### config.mk
export PLATFORM = sky130hd
export DESIGN_NAME = mem_stall_ctrl
export DESIGN_NICKNAME = d
export VERILOG_FILES = /design/src/rtl/mem_stall_ctrl.sv
export SDC_FILE = /design/constraint.sdc
export NUM_CORES = 1
export LEC_CHECK = 0
export CAP_MARGIN = 20
export CORE_ASPECT_RATIO = 0.9
export CORE_UTILIZATION = 38
export CTS_CLUSTER_DIAMETER = 50
export CTS_CLUSTER_SIZE = 25
export DETAILED_ROUTE_END_ITERATION = 10
export PLACE_DENSITY = 0.71
export SLEW_MARGIN = 20
export SYNTH_ARGS = -nofsm -noshare
export SYNTH_HDL_FRONTEND = slang
export SYNTH_SLANG_ARGS = --single-unit
### constraint.sdc
create_clock -name CLK -period 4.95 [get_ports CLK]
set_clock_uncertainty 0.1 [all_clocks]
set_input_delay 0.99 -clock CLK [delete_from_list [all_inputs] [get_ports CLK]]
set_output_delay 0.99 -clock CLK [all_outputs]
set_load 0.05 [all_outputs]
### src/rtl/mem_stall_ctrl.sv
// M-stage data-memory sequencer: turns a load/store into a req/ready handshake,
// stalls the pipeline while the memory is busy and aborts with BusErr on timeout.
module mem_stall_ctrl #(
    parameter int          TIMEOUT  = 255,
    parameter int          CNT_W    = 8,
    parameter logic [31:0] ERR_DATA = 32'h0000_0000
) (
    input  logic        CLK,
    input  logic        Reset,
    input  logic        MemtoRegM,
    input  logic        MemWriteM,
    input  logic [31:0] ALUOutM,
    input  logic [31:0] WriteDataM,
    input  logic        mem_ready,
    input  logic [31:0] mem_rdata,
    output logic        mem_req,
    output logic        mem_we,
    output logic [31:0] mem_addr,
    output logic [31:0] mem_wdata,
    output logic        StallPipe,
    output logic        MWEn,
    output logic [31:0] ReadDataM,
    output logic        BusErr
);

    typedef enum logic [1:0] {
        IDLE,
        REQ,
        DONE
    } state_t;

    localparam logic [CNT_W-1:0] LAST_WAIT = CNT_W'(TIMEOUT - 1);

    state_t           r_state;
    state_t           w_next;
    logic [CNT_W-1:0] r_count;
    logic             r_req;
    logic             r_we;
    logic [31:0]      r_addr;
    logic [31:0]      r_wdata;
    logic [31:0]      r_rdata;
    logic             r_busErr;
    logic             w_memOp;

    assign w_memOp = MemtoRegM | MemWriteM;

    always_ff @(posedge CLK or posedge Reset) begin
        if (Reset) begin
            r_state <= IDLE;
        end else begin
            r_state <= w_next;
        end
    end

    always_comb begin
        w_next    = r_state;
        StallPipe = 1'b0;
        unique case (r_state)
            IDLE: begin
                StallPipe = w_memOp;
                if (w_memOp) begin
                    w_next = REQ;
                end
            end
            REQ: begin
                StallPipe = 1'b1;
                if (mem_ready || (r_count == LAST_WAIT)) begin
                    w_next = DONE;
                end
            end
            DONE: begin
                w_next = IDLE;
            end
            default: begin
                w_next = IDLE;
            end
        endcase
    end

    // A request is a load exactly when it is not a write (load+store counts as store).
    always_ff @(posedge CLK or posedge Reset) begin
        if (Reset) begin
            r_count  <= '0;
            r_req    <= 1'b0;
            r_we     <= 1'b0;
            r_addr   <= '0;
            r_wdata  <= '0;
            r_rdata  <= '0;
            r_busErr <= 1'b0;
        end else begin
            r_busErr <= 1'b0;
            unique case (r_state)
                IDLE: begin
                    if (w_memOp) begin
                        r_addr  <= ALUOutM;
                        r_wdata <= WriteDataM;
                        r_we    <= MemWriteM;
                        r_req   <= 1'b1;
                        r_count <= '0;
                    end
                end
                REQ: begin
                    if (mem_ready) begin
                        if (!r_we) begin
                            r_rdata <= mem_rdata;
                        end
                        r_req <= 1'b0;
                    end else if (r_count == LAST_WAIT) begin
                        r_rdata  <= ERR_DATA;
                        r_busErr <= 1'b1;
                        r_req    <= 1'b0;
                    end else begin
                        r_count <= r_count + 1'b1;
                    end
                end
                default: begin
                end
            endcase
        end
    end

    assign mem_req   = r_req;
    assign mem_we    = r_we;
    assign mem_addr  = r_addr;
    assign mem_wdata = r_wdata;
    assign ReadDataM = r_rdata;
    assign BusErr    = r_busErr;
    assign MWEn      = ~StallPipe;

endmodule

After elaboration in Yosys (flattened, before gate mapping)
Cells that the tools add are included.
{"block": "totals", "register_bits": 109, "memories": 0, "out_inout_bits": 101, "ram_bits": 0, "elab_cells": 46, "mem_bits_ro": 0, "latch_bits": 0}
{"block": "classes", "n_div": 0, "n_bitwise": 2, "order_cmp": 0, "n_shift": 0, "n_mux": 18, "mul": 0, "n_eq_ne": 8, "reduce_logical": 9, "addsub": 1}
{"op": "32-bit two-way mux", "n": 3}
{"op": "8-bit two-way mux", "n": 3}
{"op": "8-bit one-hot mux with 2 select lines", "n": 1}
{"op": "2-bit != test, second input constant", "n": 5}
{"op": "8-bit by 1-bit adder with 8-bit output, second input constant", "n": 1}
{"op": "8-bit == test, second input constant", "n": 1}
{"op": "1-bit two-way mux", "n": 6}
{"op": "3-bit AND reduction", "n": 2}
{"op": "2-bit two-way mux", "n": 2}
{"op": "1-bit one-hot mux with 2 select lines", "n": 2}
{"op": "2-bit one-hot mux with 2 select lines", "n": 1}
{"op": "2-bit AND reduction", "n": 2}
{"op": "4-bit AND reduction", "n": 1}
{"op": "2-bit nonzero test", "n": 2}
{"op": "3-bit != test, second input constant", "n": 1}
{"op": "2-bit by 1-bit == test with 1-bit output, second input constant", "n": 1}
{"op": "2-bit logical NOT", "n": 1}
{"op": "1-bit logical OR", "n": 1}
{"op": "1-bit NOT", "n": 1}
{"op": "1-bit OR", "n": 1}

Depth between registers and ports, before layout
{"block": "logic_depth", "ltp_word": 4, "mapped_depth": 6}

Worst setup path after synthesis
OpenSTA, ideal clock, no wires.
{"block": "synth_path", "kind": "input -> output", "startpoint": "input MemWriteM", "endpoint": "output StallPipe", "path_buffers": 0, "cell_stages": 3, "arrival_ns": 1.788, "setup_slack_ns": 2.072, "required_ns": 3.860, "cell_sequence": "nor3_1 > or2_2 > inv_1"}
{"block": "synth_between", "elab_chain_len": 2}
{"element": "start: declaration", "line": "11", "text": "input logic MemWriteM,"}
{"element": "1-bit OR", "line": "45", "text": "assign w_memOp = MemtoRegM | MemWriteM;"}
{"element": "1-bit one-hot mux with 2 select lines", "line": "58", "text": "unique case (r_state)"}
{"element": "end: declaration", "line": "20", "text": "output logic StallPipe,"}
No other way between the ends.

Worst setup path after layout
{"block": "layout_path", "startpoint": "input MemtoRegM", "endpoint": "output StallPipe"}
{"block": "layout_between", "elab_chain_len": 2}
{"element": "start: declaration", "line": "10", "text": "input logic MemtoRegM,"}
{"element": "1-bit OR", "line": "45"}
{"element": "1-bit one-hot mux with 2 select lines", "line": "58"}
No other way between the ends.

==> results.md <==
- Top Layer Used: met4
- Insertion delay of the later-clocked pin in the worst-skew pair: 330 ps
- Syn_nets: 413
- CTS clock-pin slew for the worst setup and hold paths: 70 ps
- Synth Area per Inst: 14.41 um^2
- Synth warnings: 0
- Yosys reg bits: 109
- Startpoint of the worst setup timing path: MemtoRegM
- Setup violations, final: 0
- Final hold violation count: 0
- Max Clk Rate: 263.6 MHz
- Row Count: 37
- Worst Path Arrival: 2700 ps
- Hold WS: 384.0 ps
- Maximum net fanout on the critical path: 3
- H-Tree Depth: 3
- Last weighted congestion value of the routability-driven placer: 0.7985
- Number of global-route vias before repair: 3381
- Count of flip-flops with a built-in enable after synthesis: 0
- First-pass iteration count of the detailed router: 4
- Cells resized by post-CTS repair: 0
- Async set-or-reset flop fraction in the synthesized netlist: 1.000
- Synthesized area: 4467 um^2
- Total GRT Usage: 0.1805
- Met3 routed WL: 851 um
- Category of the worst setup path capture point: output port
- Post-Layout Inst Area: 6920 um^2
- Number of antenna violations at the first check in global routing: 0
- Die span in y: 104.9 um
- Total wire length: 10940 um
- Peak ir drop on the vdd network: 0.3952 mV
- Worst max-slew margin expressed relative to the limit: 0.2848
- Iter 0 DRT Violations: 266
- Path category of the worst min-delay check: flop to flop
- Routed met1 length: 4460 um
- Area growth from synthesis to final layout: 54.93%
- HP Start: mem_wdata[11]
- Antenna-violating nets left: 0
- First-pass GRT wire length: 17040 um
- Prevailing post-synth register cell: sky130_fd_sc_hd__dfrtp_1
- Inserted Clock Buffers: 9
- Post-CTS Setup Bufs: 0
- Cell taking the most area after synthesis: sky130_fd_sc_hd__dfrtp_1
- Floorplan core area: 11430 um^2
- Detailed-placement wirelength estimate: 7783 um
- Run status: finished, final reports clean
- Least-Margin Pin Slew: 1058 ps
- WL met2: 5417 um
- Reported leakage power: 2.755 nW
- Max-Cap Viols: 0
- Number of filler instances in the final layout: 933
- Top-area cell type share of the netlist area: 0.6106
- RSZ-0062 raised after global routing: false
- Total negative slack for setup checks: 0 ps
- Clock Tree Buf Depth: 2
- Sink count of the clock tree: 109
- Fraction of the cycle the final worst path needs: 0.7663
- Sequential area share after synthesis: 0.6106
- CTS Root Cell: sky130_fd_sc_hd__clkbuf_16
- Critical path required time: 3860 ps
- Synth area leaders: sky130_fd_sc_hd__dfrtp_1, sky130_fd_sc_hd__mux2_2, sky130_fd_sc_hd__a221o_1, sky130_fd_sc_hd__and2_1, sky130_fd_sc_hd__mux2_1
- Global route total overflow: 0
- Min Clock Period, post-route: 3793 ps
- Ant diodes: 0
- TritonCTS clock tree: built
- Distinct cell type count after synthesis: 40
- Largest net degree at the start of global routing: 89
- Via density per instance: 4.990
- IO Count: 202
- Reg2reg start: r_state[0]
- Via count: 3338
- Fraction of layout cells with a size suffix above 1: 0.1462
- P per Cell Area: 818.1 nW/um^2
- Effective utilization at floorplan: 0.3906
- Total Power: 5.661 mW
- Post-synthesis cell count: 310
- Residual DRC: 0
- Chip width: 116.3 um
- Number of hold-repair buffers added at the cts stage: 0
- Die Outline Area: 12190 um^2
- Worst setup path category: input pin to output port
- Count of input and output buffers: 201
- Startpoint types: input pin
- Cell area reported after detailed placement: 6608 um^2
- Mean routed wirelength per cell: 16.35 um
- Pins Over Slew Limit: 0
- Net count of the finished layout: 611
==> per-stage QoR <==
step	worst slack (ps)	instances	util
4_1_cts	1163	669	0.6048
2_1_floorplan	986.1	310	-
3_3_place_gp	1176	652	0.5765
3_5_place_dp	1163	653	0.5779
6_report	1157	669	0.6052
5_1_grt	1121	669	0.6052
==> registers in the layout (all words and copies together), names as in the netlist <==
register and flops:
ReadDataM 32, mem_req 1, r_count 8, r_state 2, mem_wdata 32, mem_addr 32, BusErr 1, mem_we 1
==> layout by cell type, fill, tap and decap left out, types with 2 or more instances in the layout <==
| master | count |
|---|---|
| sky130_fd_sc_hd__ha_1 | 2 |
| sky130_fd_sc_hd__and4_1 | 2 |
| sky130_fd_sc_hd__nand2_1 | 2 |
| sky130_fd_sc_hd__and2_1 | 33 |
| sky130_fd_sc_hd__dfrtp_1 | 109 |
| sky130_fd_sc_hd__nor3_1 | 2 |
| sky130_fd_sc_hd__clkdlybuf4s50_1 | 201 |
| sky130_fd_sc_hd__clkbuf_16 | 9 |
| sky130_fd_sc_hd__buf_4 | 3 |
| sky130_fd_sc_hd__a221o_1 | 32 |
| sky130_fd_sc_hd__o21ai_0 | 7 |
| sky130_fd_sc_hd__mux2i_1 | 5 |
| sky130_fd_sc_hd__nor2_1 | 2 |
| sky130_fd_sc_hd__nand4_1 | 3 |
| sky130_fd_sc_hd__and3_1 | 2 |
| sky130_fd_sc_hd__inv_6 | 3 |
| sky130_fd_sc_hd__mux2_2 | 48 |
| sky130_fd_sc_hd__a21oi_1 | 3 |
| sky130_fd_sc_hd__inv_1 | 3 |
| sky130_fd_sc_hd__mux2_1 | 16 |
==> report_power, final <==
part | internal (mW) | switching [mW] | total (mW)
Clock | 0.410 | 0.327 | 0.737
Combinational | 1.27 | 2.09 | 3.36
Sequential | 1.32 | 0.252 | 1.57
Total | 2.99 | 2.67 | 5.66
==> synth_stat cells, types with 3 or more instances <==
| cell type | instances |
|---|---|
| sky130_fd_sc_hd__a21oi_1 | 3 |
| sky130_fd_sc_hd__a221o_1 | 32 |
| sky130_fd_sc_hd__and2_1 | 33 |
| sky130_fd_sc_hd__buf_2 | 6 |
| sky130_fd_sc_hd__buf_4 | 4 |
| sky130_fd_sc_hd__buf_6 | 3 |
| sky130_fd_sc_hd__clkbuf_1 | 5 |
| sky130_fd_sc_hd__dfrtp_1 | 109 |
| sky130_fd_sc_hd__inv_1 | 4 |
| sky130_fd_sc_hd__mux2_1 | 16 |
| sky130_fd_sc_hd__mux2_2 | 48 |
| sky130_fd_sc_hd__mux2i_1 | 5 |
| sky130_fd_sc_hd__nand4_1 | 3 |
| sky130_fd_sc_hd__o21ai_0 | 7 |
==> metal layers <==
| metal | global-route usage | vias up |
|---|---|---|
| li1 | - | 1542 |
| met2 | 0.2946 | 118 |
| met5 | 0 | - |
| met4 | 0.05678 | 0 |
| met3 | 0.06148 | 18 |
| met1 | 0.2228 | 1660 |
==> cell families after synthesis <==
family          after synthesis  share of synthesized area
fa+ha+maj                     2                   0.005601
compound gates               51                     0.1008
mux                          69                     0.1725
buf+inv                      22                    0.02857
simple gates                 57                    0.08180
flops                       109                     0.6106
==> critical path: stages <==
cell                              delay, ps
sky130_fd_sc_hd__clkdlybuf4s50_1        520
sky130_fd_sc_hd__nor3_1                  60
sky130_fd_sc_hd__or2_2                  290
sky130_fd_sc_hd__inv_1                   50
sky130_fd_sc_hd__clkdlybuf4s50_1        790
==> worst paths after layout <==
check | endpoint | slack [ps] | cells past startpoint
worst max-delay path | StallPipe | 1160 | 5
worst min-delay path | mem_wdata[11] | 380 | 1
worst max register to register | mem_addr[24] | 2540 | 4
worst min register to register | mem_wdata[11] | 380 | 1
max in group asynchronous | ReadDataM[18] | 2840 | 3
min in group asynchronous | mem_wdata[11] | 1090 | 2
==> cell type report <==
| cell class | count | area (um^2) | share of cell area |
|---|---|---|---|
| Clock inverter | 6 | 68.82 | 0.009944 |
| Timing Repair Buffer | 205 | 2049 | 0.2961 |
| Inverter | 4 | 20.02 | 0.002893 |
| Multi-Input combinational cell | 179 | 1620 | 0.2341 |
| Clock buffer | 10 | 239.0 | 0.03453 |
| Sequential cell | 109 | 2728 | 0.3941 |
| Tap cell | 156 | 195.2 | 0.02820 |
Power figures use the tool's default switching activity.
==> edit (same settings) <==
The parameter `CNT_W` goes from 8 to 10.
--- a/src/rtl/mem_stall_ctrl.sv
+++ b/src/rtl/mem_stall_ctrl.sv
@@ -2,7 +2,7 @@
 // stalls the pipeline while the memory is busy and aborts with BusErr on timeout.
 module mem_stall_ctrl #(
     parameter int          TIMEOUT  = 255,
-    parameter int          CNT_W    = 8,
+    parameter int          CNT_W    = 10,
     parameter logic [31:0] ERR_DATA = 32'h0000_0000
 ) (
     input  logic        CLK,
Function: no difference found for any inputs over 10 cycles, from zero or initial values and one cycle with Reset high; that may be too few to reach the edited logic, so the function may still have changed.
==> edit against the original RTL <==
Power fell by 6.7%. Routed wire length rose by 7.0%. Synthesized area fell by 3.9%. Design area fell by 2.3%. Sequential share of layout area rose by 1.7 points. Worst setup slack got worse by 77 ps. Via count rose by 12%. Sequential cell count rose by 2. Critical path type unchanged. Highest routed layer unchanged.
==> edit: results (changes against the original RTL) <==
- Worst-path clk slew: 60 ps
- Vias in the first global route: 3708 (+9.7%)
- DRT Wirelength: 11700 um (+7.0%)
- CP max FO: 4 (+1)
- Top post-synthesis cells by area: dfrtp_1 65%, nand2_1 18%, a22o_1 6.7%, buf_2 1.5%, clkbuf_1 0.70%
- Worst slew pin tran: 828 ps (-230 ps)
- Register area share after synthesis: 64.7% (+3.7 points)
- Hold Crit Start: mem_addr[10]
- Num CTS Buffers: 9 (unchanged)
- Slowest CP cell: clkdlybuf4s50_1
- Worst r2r src: r_state[0]
- Number of fill cells: 932 (-0.11%)
- First-pass DRT Iterations: 4 (unchanged)
- Met2 Use GR: 32.1% (+2.6 points)
- Leak: 3.18 nW (+15%)
- Worst path arrival time: 2780 ps (+80 ps)
- Worst vdd ir: 0.366 mV (-7.3%)
- Met1 usage in global routing: 26.0% (+3.7 points)
- Syn Nets: 526 (+27%)
- Port Buffer Count: 201 (unchanged)
- First-pass GRT wire length: 18500 um (+8.5%)
- Max incr delay on CP: 790 ps (about the same)
- Initial drt markers: 225 (-15%)
- Synth async-reset ratio: 100% (unchanged)
- Vias per cell: 4.81 (-3.6%)
- Layout Nets: 722 (+18%)
- Share of cells above drive strength 1: 4.17% (-10 points)
- Synth cell count leaders: 203 x nand2_1, 111 x dfrtp_1, 33 x a22o_1
- Worst min-delay path category: flip-flop to flip-flop
- GRT met3 Usage: 8.41% (+2.3 points)
- HPWL Detailed: 8190 um (+5.2%)
- Status: complete, no violations
- Top_reg_cell synth: dfrtp_1
- Worst reg-to-reg path cell count: 5 (+1)
- Worst Hold Depth: 2 (+1)
- Total track usage: 20.5% (+2.4 points)
- Crit path launch: MemWriteM
- H-tree depth: 3 (unchanged)
- Final RePlAce weighted congestion: 0.757 (-5.2%)
- # Post-CTS Setup Buffers: 0 (unchanged)
- Distinct cell type count after synthesis: 32 (-20%)
edit: cell count changes after synthesis, moves of 4 or more:
cell	delta
a22o_1	+32
mux2_1	-16
buf_4	-4
a221o_1	-32
buf_2	+7
mux2_2	-48
nand2_1	+201
and2_1	-31
edit: cells by family (layout without fill, tap and decap cells):
kind of cell	after synthesis	after routing	share of synthesized area, %
and+or+nand+nor	231	231	22.1
DFF	111	111	64.7
AOI/OAI and AO/OA	52	52	9.57
buffers and inverters	25	226	2.57
adders and majority gates	2	2	0.583
muxes	2	2	0.467
edit: metrics by stage:
step	cells	hold slack [ps]	worst slack (ps)	instance area, um^2
after floorplan	423	392	929	4290
after global placement	760	357	1110	6460
after detailed placement	760	361	1090	6460
after CTS	776	377	1090	6760
after global routing	776	397	1020	6760
final	776	371	1080	6760
edit: path summary, 6_finish.rpt:
path / slack [ps] / endpoint
worst max-delay path: 1080 / StallPipe
worst min-delay path: 370 / mem_addr[10]
worst max register to register: 2610 / mem_wdata[13]
worst min register to register: 370 / mem_addr[10]
max in group asynchronous: 2850 / mem_wdata[25]
min in group asynchronous: 1090 / ReadDataM[19]
edit: metal layers:
layer / up-vias / share of wire [%] / wire length, um
met2: 155 / 46 / 5390
met5: - / 0 / 0
met1: 1793 / 43 / 5070
li1: 1773 / - / -
met3: 13 / 9.5 / 1110
met4: 0 / 1.2 / 138
edit: power breakdown:
part | total (mW) | internal, mW | switching, mW
Sequential | 1.54 | 1.31 | 0.234
Clock | 0.734 | 0.422 | 0.312
Combinational | 3.01 | 0.976 | 2.03
edit: worst min-delay path, cell delays in order, from the launching register on:
cell	delay [ps]
dfrtp_1	340
nand2_1	50
nand2_1	50
edit: layout make-up:
cell class | instances | area share (%)
flip-flops and latches | 111 | 41.1
repair buffers | 206 | 30.3
multi-input cells | 287 | 21.0
clock buffers | 14 | 3.90
well taps | 152 | 2.81
clock inverters | 2 | 0.574
inverters | 4 | 0.296
